--- src/rtl/muldiv_seq.sv ---
// Sequential multiply/divide unit with HI/LO result register.
// One radix-2 step per clock: shift-add multiply, restoring divide, 32 iterations each.
module muldiv_seq #(
  parameter int WIDTH = 32
) (
  input  logic                 clk_cpu,
  input  logic                 reset,
  input  logic                 start,
  input  logic [2:0]           op,
  input  logic [WIDTH-1:0]     src_rs,
  input  logic [WIDTH-1:0]     src_rt,
  input  logic                 flush,
  output logic                 busy,
  output logic                 done,
  output logic                 div_by_zero,
  output logic [2*WIDTH-1:0]   hilo_q
);

  localparam int CW = $clog2(WIDTH);

  localparam logic [1:0] S_IDLE = 2'd0;
  localparam logic [1:0] S_MUL  = 2'd1;
  localparam logic [1:0] S_DIV  = 2'd2;
  localparam logic [1:0] S_FIN  = 2'd3;

  logic [1:0]         state_q, state_d;
  logic [CW-1:0]      cnt_q, cnt_d;
  logic [WIDTH-1:0]   a_q, a_d;
  logic [2*WIDTH-1:0] p_q, p_d;
  logic               neg_q, neg_d;
  logic               rneg_q, rneg_d;
  logic               dz_q, dz_d;
  logic               isdiv_q, isdiv_d;
  logic [2*WIDTH-1:0] hilo_d;
  logic               done_d, dbz_d;

  // Operand magnitudes and signs; only mult/div treat operands as signed.
  logic             sgn_op, rs_neg, rt_neg;
  logic [WIDTH-1:0] rs_mag, rt_mag;

  assign sgn_op = (op == 3'd0) || (op == 3'd2);
  assign rs_neg = sgn_op & src_rs[WIDTH-1];
  assign rt_neg = sgn_op & src_rt[WIDTH-1];
  assign rs_mag = rs_neg ? -src_rs : src_rs;
  assign rt_mag = rt_neg ? -src_rt : src_rt;

  // p_q holds {partial product, remaining multiplier bits} during MUL.
  logic [WIDTH:0]     mul_sum;
  logic [2*WIDTH-1:0] mul_next;

  assign mul_sum  = {1'b0, p_q[2*WIDTH-1:WIDTH]} + (p_q[0] ? {1'b0, a_q} : '0);
  assign mul_next = {mul_sum, p_q[WIDTH-1:1]};

  // p_q holds {remainder, dividend bits shifting into quotient} during DIV.
  logic [WIDTH:0]     div_sh;
  logic               div_ge;
  logic [WIDTH-1:0]   div_rem;
  logic [2*WIDTH-1:0] div_next;

  assign div_sh   = p_q[2*WIDTH-1:WIDTH-1];
  assign div_ge   = div_sh >= {1'b0, a_q};
  assign div_rem  = div_ge ? (div_sh[WIDTH-1:0] - a_q) : div_sh[WIDTH-1:0];
  assign div_next = {div_rem, p_q[WIDTH-2:0], div_ge};

  logic [2*WIDTH-1:0] mul_res;
  logic [WIDTH-1:0]   quo_s, rem_s;

  assign mul_res = neg_q  ? -p_q : p_q;
  assign quo_s   = neg_q  ? -p_q[WIDTH-1:0] : p_q[WIDTH-1:0];
  assign rem_s   = rneg_q ? -p_q[2*WIDTH-1:WIDTH] : p_q[2*WIDTH-1:WIDTH];

  always_comb begin
    state_d = state_q;
    cnt_d   = cnt_q;
    a_d     = a_q;
    p_d     = p_q;
    neg_d   = neg_q;
    rneg_d  = rneg_q;
    dz_d    = dz_q;
    isdiv_d = isdiv_q;
    hilo_d  = hilo_q;
    done_d  = 1'b0;
    dbz_d   = 1'b0;
    if (flush && state_q != S_IDLE) begin
      state_d = S_IDLE;
    end else begin
      case (state_q)
        S_IDLE: begin
          if (start && !flush) begin
            case (op)
              3'd0, 3'd1: begin
                state_d = S_MUL;
                cnt_d   = '0;
                a_d     = rs_mag;
                p_d     = {{WIDTH{1'b0}}, rt_mag};
                neg_d   = rs_neg ^ rt_neg;
                rneg_d  = 1'b0;
                dz_d    = 1'b0;
                isdiv_d = 1'b0;
              end
              3'd2, 3'd3: begin
                state_d = S_DIV;
                cnt_d   = '0;
                a_d     = rt_mag;
                p_d     = {{WIDTH{1'b0}}, rs_mag};
                neg_d   = rs_neg ^ rt_neg;
                rneg_d  = rs_neg;
                dz_d    = (src_rt == '0);
                isdiv_d = 1'b1;
              end
              3'd4:    hilo_d[2*WIDTH-1:WIDTH] = src_rs;
              3'd5:    hilo_d[WIDTH-1:0]       = src_rs;
              default: ;
            endcase
          end
        end
        S_MUL, S_DIV: begin
          p_d   = (state_q == S_MUL) ? mul_next : div_next;
          cnt_d = cnt_q + CW'(1);
          if (cnt_q == CW'(WIDTH-1)) state_d = S_FIN;
        end
        S_FIN: begin
          // A zero divisor still yields HI = src_rs naturally; only LO is forced.
          if (isdiv_q) hilo_d = {rem_s, dz_q ? {WIDTH{1'b1}} : quo_s};
          else         hilo_d = mul_res;
          done_d  = 1'b1;
          dbz_d   = isdiv_q & dz_q;
          state_d = S_IDLE;
        end
        default: state_d = S_IDLE;
      endcase
    end
  end

  always_ff @(posedge clk_cpu or negedge reset) begin
    if (!reset) begin
      state_q     <= S_IDLE;
      cnt_q       <= '0;
      a_q         <= '0;
      p_q         <= '0;
      neg_q       <= 1'b0;
      rneg_q      <= 1'b0;
      dz_q        <= 1'b0;
      isdiv_q     <= 1'b0;
      hilo_q      <= '0;
      done        <= 1'b0;
      div_by_zero <= 1'b0;
    end else begin
      state_q     <= state_d;
      cnt_q       <= cnt_d;
      a_q         <= a_d;
      p_q         <= p_d;
      neg_q       <= neg_d;
      rneg_q      <= rneg_d;
      dz_q        <= dz_d;
      isdiv_q     <= isdiv_d;
      hilo_q      <= hilo_d;
      done        <= done_d;
      div_by_zero <= dbz_d;
    end
  end

  assign busy = (state_q != S_IDLE);

endmodule

--- config.mk ---
export PLATFORM = sky130hd
export DESIGN_NAME = muldiv_seq
export DESIGN_NICKNAME = d
export VERILOG_FILES = /design/src/rtl/muldiv_seq.sv
export SDC_FILE = /design/constraint.sdc
export NUM_CORES = 1
export LEC_CHECK = 0
export BUFFER_PORTS_ARGS = -buffer_cell sky130_fd_sc_hd__buf_4
export CORE_MARGIN = 2
export CORE_UTILIZATION = 55
export CTS_CLUSTER_SIZE = 30
export DETAILED_ROUTE_END_ITERATION = 6
export PLACE_DENSITY_LB_ADDON = 0.2
export SKIP_CTS_REPAIR_TIMING = 1
export SLEW_MARGIN = 10
export SYNTH_ARGS = -nofsm -noshare
export SYNTH_HDL_FRONTEND = slang
export SYNTH_SLANG_ARGS = --single-unit
--- constraint.sdc ---
create_clock -name clk_cpu -period 3.77 [get_ports clk_cpu]
set_input_delay 0.377 -clock clk_cpu [delete_from_list [all_inputs] [get_ports clk_cpu]]
set_output_delay 0.377 -clock clk_cpu [all_outputs]
set_load 0.01 [all_outputs]
After elaboration in Yosys (flattened, before gate mapping):

Cells that the tools add are included.

* register bits: 173
* latch bits: 0
* bits in writable memories: 0
* bits in read-only memories: 0
* input bits: 71
* output and inout bits: 67
* word-level logic and storage cells: 98
* memories kept: 0

* add/subtract/negate cells: 8
* multiply operators: 0
* divide/modulo/power cells: 0
* $lt $le $gt $ge: 1
* eq/ne operators: 17
* shift operators: 0
* muxes and demuxes: 33
* bitwise gates (word level): 5
* reduce and logical (&&, ||, !) cells: 22

Operator list (count)
* $pmux 64 s2: 3
* $mux 64: 5
* $mux 32: 9
* $neg 32->32: 4
* $neg 64->64: 1
* $pmux 32 s2: 1
* $add 32x32->33: 1
* $ge 33x32->1: 1
* $logic_not 32->1: 1
* $sub 32x32->32: 1
* $reduce_and 4->1: 6
* $mux 5: 2
* $pmux 5 s2: 1
* $reduce_bool 2->1: 4
* $eq 3x2->1 const B: 2
* $eq 3x3->1 const B: 2
* $mux 2: 3
* $ne 3x3->1 const B: 2
* $pmux 1 s2: 3
* $pmux 2 s3: 1
* $reduce_or 2->1: 3
* $add 5x1->5 const B: 1
* $eq 5x5->1 const B: 1
* $eq 2x2->1 const B: 2
* 18 further kinds: 26

Depth between registers and ports, before layout:

* word-level depth: 7
* depth in mapped cells: 14
* mapped depth without buffers: 13

Worst setup path after synthesis:

No wires, ideal clock.

* path kind: register -> register
* start: register p_q[0]
* end: register p_q[63]
* library setup time: 0.122 ns
* arrival: 3.391 ns
* required time: 3.648 ns
* slack: 0.257 ns
* cell stages (with the launch flop): 14
* buffers on the path: 1
* period minus slack after synthesis: 3.513 ns
* path through: dfrtp_1 > inv_1 > clkbuf_1 > nor2_1 > ha_1 > o21ai_0 > a211oi_1 > o41ai_1 > o211ai_1 > a31oi_1 > o21bai_1 > a221oi_1 > o21ai_0 > a32o_1

* word-level cells in the longest chain between the ends: 4

RTL lines
* start, declared: RTL line 29 `logic [2*WIDTH-1:0] p_q, p_d;`
* start signal, assigned: RTL line 152 `p_q <= p_d;`
* $mux 32: RTL line 51 `assign mul_sum = {1'b0, p_q[2*WIDTH-1:WIDTH]} + (p_q[0] ? {1'b0, a_q} : '0);`
* $add 32x32->33: RTL line 51
* $mux 64: RTL line 118 `p_d = (state_q == S_MUL) ? mul_next : div_next;`
* $pmux 64 s2: RTL line 87 `case (state_q)`

Every way passes these cells.
A chain may end at the register's enable or synchronous reset.

Worst setup path in the final report:

* start: register a_q[24]
* end: register p_q[59]

* word-level cells in the longest chain between the ends: 4
* elaborated cells on any way between the ends: 7
* those cells by class: add/sub (2); order compare (1); mux (4)

RTL lines
* start, declared: RTL line 28 `logic [WIDTH-1:0] a_q, a_d;`
* start signal, assigned: RTL line 139 `a_q <= '0;`
* start signal, assigned: RTL line 151 `a_q <= a_d;`
* $sub 32x32->32, or another cell as far along: RTL line 62 `assign div_rem = div_ge ? (div_sh[WIDTH-1:0] - a_q) : div_sh[WIDTH-1:0];`
* $mux 32 or $add 32x32->33 (tied branches): RTL line 62, 51
* $mux 64 *: RTL line 118
* $pmux 64 s2 *: RTL line 87

Every way passes the cells marked *; elsewhere a longest branch is shown, timed or not.

==> qor.csv <==
metric,value,unit
grt_max_degree,69,
netlist_instances,1902,
p_per_area,813.1,mW/mm2
fmax,284.3,MHz
yosys.area.top_type,dfrtp_1,
fp.dieH,169.5,um
hold_ws,240.6,ps
violations,design-rule violations,
die_w,169.5,um
period_needed,3517,ps
cp.arrival,3830,ps
grt_setup_unrepaired,false,
drv_cap,0,
total_power,14010,uW
grt_pass1_vias,14550,
ys_seq_area_share,28.75,%
worstSetupStartpointType,flip-flop,
synth_most_common_cell,nand2_1,
crit_start,a_q[24],
io_pins,138,
grt_remaining_overflow,0,
cts_buffers,17,
hpwl,42530,um
start_util,55.87,%
setup.worst_path.end_class,flip-flop,
ys_types,74,
vdd_drop_max,454.3,uV
cts_tree,yes,
clock_latency,450,ps
die_area,0.02872,mm2
hold_viol_final,0,
wl_per_cell,23.26,um
syn_nets,2048,
ant_nets,0,
finalSetupTns,0,ps
grt_usage,38.10,%
p_seq_share,24.5,%
async_flop_share,100.0,%
drc,1,
combPwrFrac,62.4,%
critPathMaxFanout,14,
p_leak,0.007683,uW
detail_route.iter0.violations,1852,
cts-htree-levels,4,
cts.sinks,173,
switching_share,49.69,%
fin_area,0.01723,mm2
fill_cells,2400,
core-area,0.02695,mm2
setup-violations-final,0,
synth_common_cells,"nand2_1, o21ai_0, dfrtp_1, nor2_1, a21oi_1",
status,"finished, violations left",
drt-total-wl,54780,um
gp_congestion,1.004,
cts-root-buf,clkbuf_16,
routed_via_density,6.603,
required,4090,ps
dpl-instance-area,0.01660,mm2
placementRows,60,
avgSynthCellArea,7.917,um2
fin_worst_skew,21.19,ps
final_nets,2147,
tightest_slew,903.8,ps
p_int,7048,uW
area_growth,14.42,%
vias,15550,
synth_edf_count,0,
yosys-top-cells-area,"dfrtp_1, o21ai_0, xnor2_1",
clkTransAtPathRegs,90,ps
dr.pass1.iters,7,
r2r-start,a_q[24],
switching_power,6962,uW
grt_first_pass_wirelength,83680,um
worstHoldPathType,primary input to flip-flop,
yosysTopAreaCellShare,28.75,%
synth_warnings,0,
cts.path.max_buffers,2,
syn-cell-area,0.01506,mm2
hp-start,flush,
slew_headroom,39.11,%
drive_gt1_share,14.00,%
antenna_found_initial,0,
synth-seq-cells,173,
io_buffer_count,137,
slew_viol_final,0,
antenna_cells,0,
synth_top_flop_cell,dfrtp_1,
crit_type,flip-flop to flip-flop,
min_period_over_period,93.29,%
clkPwrFrac,13.1,%
sequential cells by signal (all words and copies together), names as in the netlist:
signal / count
a_q: 32
cnt_q: 5
div_by_zero: 1
done: 1
dz_q: 1
hilo_q: 64
isdiv_q: 1
neg_q: 1
p_q: 64
rneg_q: 1
state_q: 2
layout by cell type (no fill, tap or decap), drive strengths merged, types with 21 or more instances in the layout:
master	instances
o22ai	28
a211oi	36
buf	199
nor3	29
nor2	159
mux2i	56
nand2	205
o21ai	201
ha	73
a21o	42
nand3	23
dfrtp	173
inv	73
a31oi	21
xnor2	108
a21oi	149
o221ai	21
nand2b	24
xor2	60
per-stage QoR:
stage | setup WS (ps) | utilization (%) | std cells
2_1_floorplan | 257.3 | - | 1902
3_3_place_gp | 235.9 | 61.61 | 2322
3_5_place_dp | 195.5 | 61.61 | 2322
4_1_cts | 343.3 | 63.84 | 2354
5_1_grt | 45.26 | 63.93 | 2355
6_report | 252.9 | 63.93 | 2355
final cells by class:
cell class | instances | area (um2) | share of cell area, %
clock buffers | 17 | 425.4 | 2.469
clock inverters | 15 | 175.2 | 1.017
inverters | 67 | 251.5 | 1.460
multi-input cells | 1542 | 10060 | 58.41
flip-flops and latches | 173 | 4329 | 25.13
well taps | 341 | 426.7 | 2.476
repair buffers | 200 | 1558 | 9.041
worst max-delay path, stage by stage (launching register included):
cell and delay (ps):
dfrtp_1 340, inv_1 80, ha_1 390, a2111oi_0 490
o221ai_1 250, nand2_1 230, o2111ai_1 250, nand2_1 170
a21o_1 560, or2_2 250, a2bb2oi_1 250, o211ai_1 130
final timing paths:
kind / to / slack (ps) / cells after the start
setup / recovery: p_q[59] / 250 / 11
hold / removal: done / 240 / 2
setup reg to reg: p_q[59] / 250 / 11
hold reg to reg: hilo_q[36] / 480 / 1
max in group asynchronous: p_q[51] / 2500 / 3
min in group asynchronous: hilo_q[20] / 480 / 2
metal layers:
metal | vias up | wire (um) | global-route usage (%)
li1 | 7132 | - | -
met1 | 7351 | 23060 | 51.96
met2 | 910 | 22690 | 56.82
met3 | 157 | 5936 | 8.675
met4 | 0 | 3093 | 19.14
met5 | - | 0 | 0
power by group through the flow:
stage               Sequential, uW  Combinational [uW]  Clock [uW]
floorplan                     3310                5710           0
global placement              3390                8400           0
detailed placement            3420                8490           0
CTS                           3380                8540        1840
global route                  3490                9490        1910
finish                        3430                8740        1840
kinds of logic (layout without fill, tap and decap cells):
| group | after synthesis | in the layout | synth area share, % |
|---|---|---|---|
| adder cells (fa/ha/maj) | 75 | 75 | 6.332 |
| XOR/XNOR | 168 | 168 | 9.771 |
| AND/OR/NAND/NOR | 575 | 575 | 18.12 |
| multiplexers | 76 | 76 | 5.218 |
| AO/OA/AOI/OAI | 648 | 648 | 27.11 |
| buffers and inverters | 187 | 299 | 4.695 |
| flip-flops | 173 | 173 | 28.75 |
(Power assumes the default switching activity.)
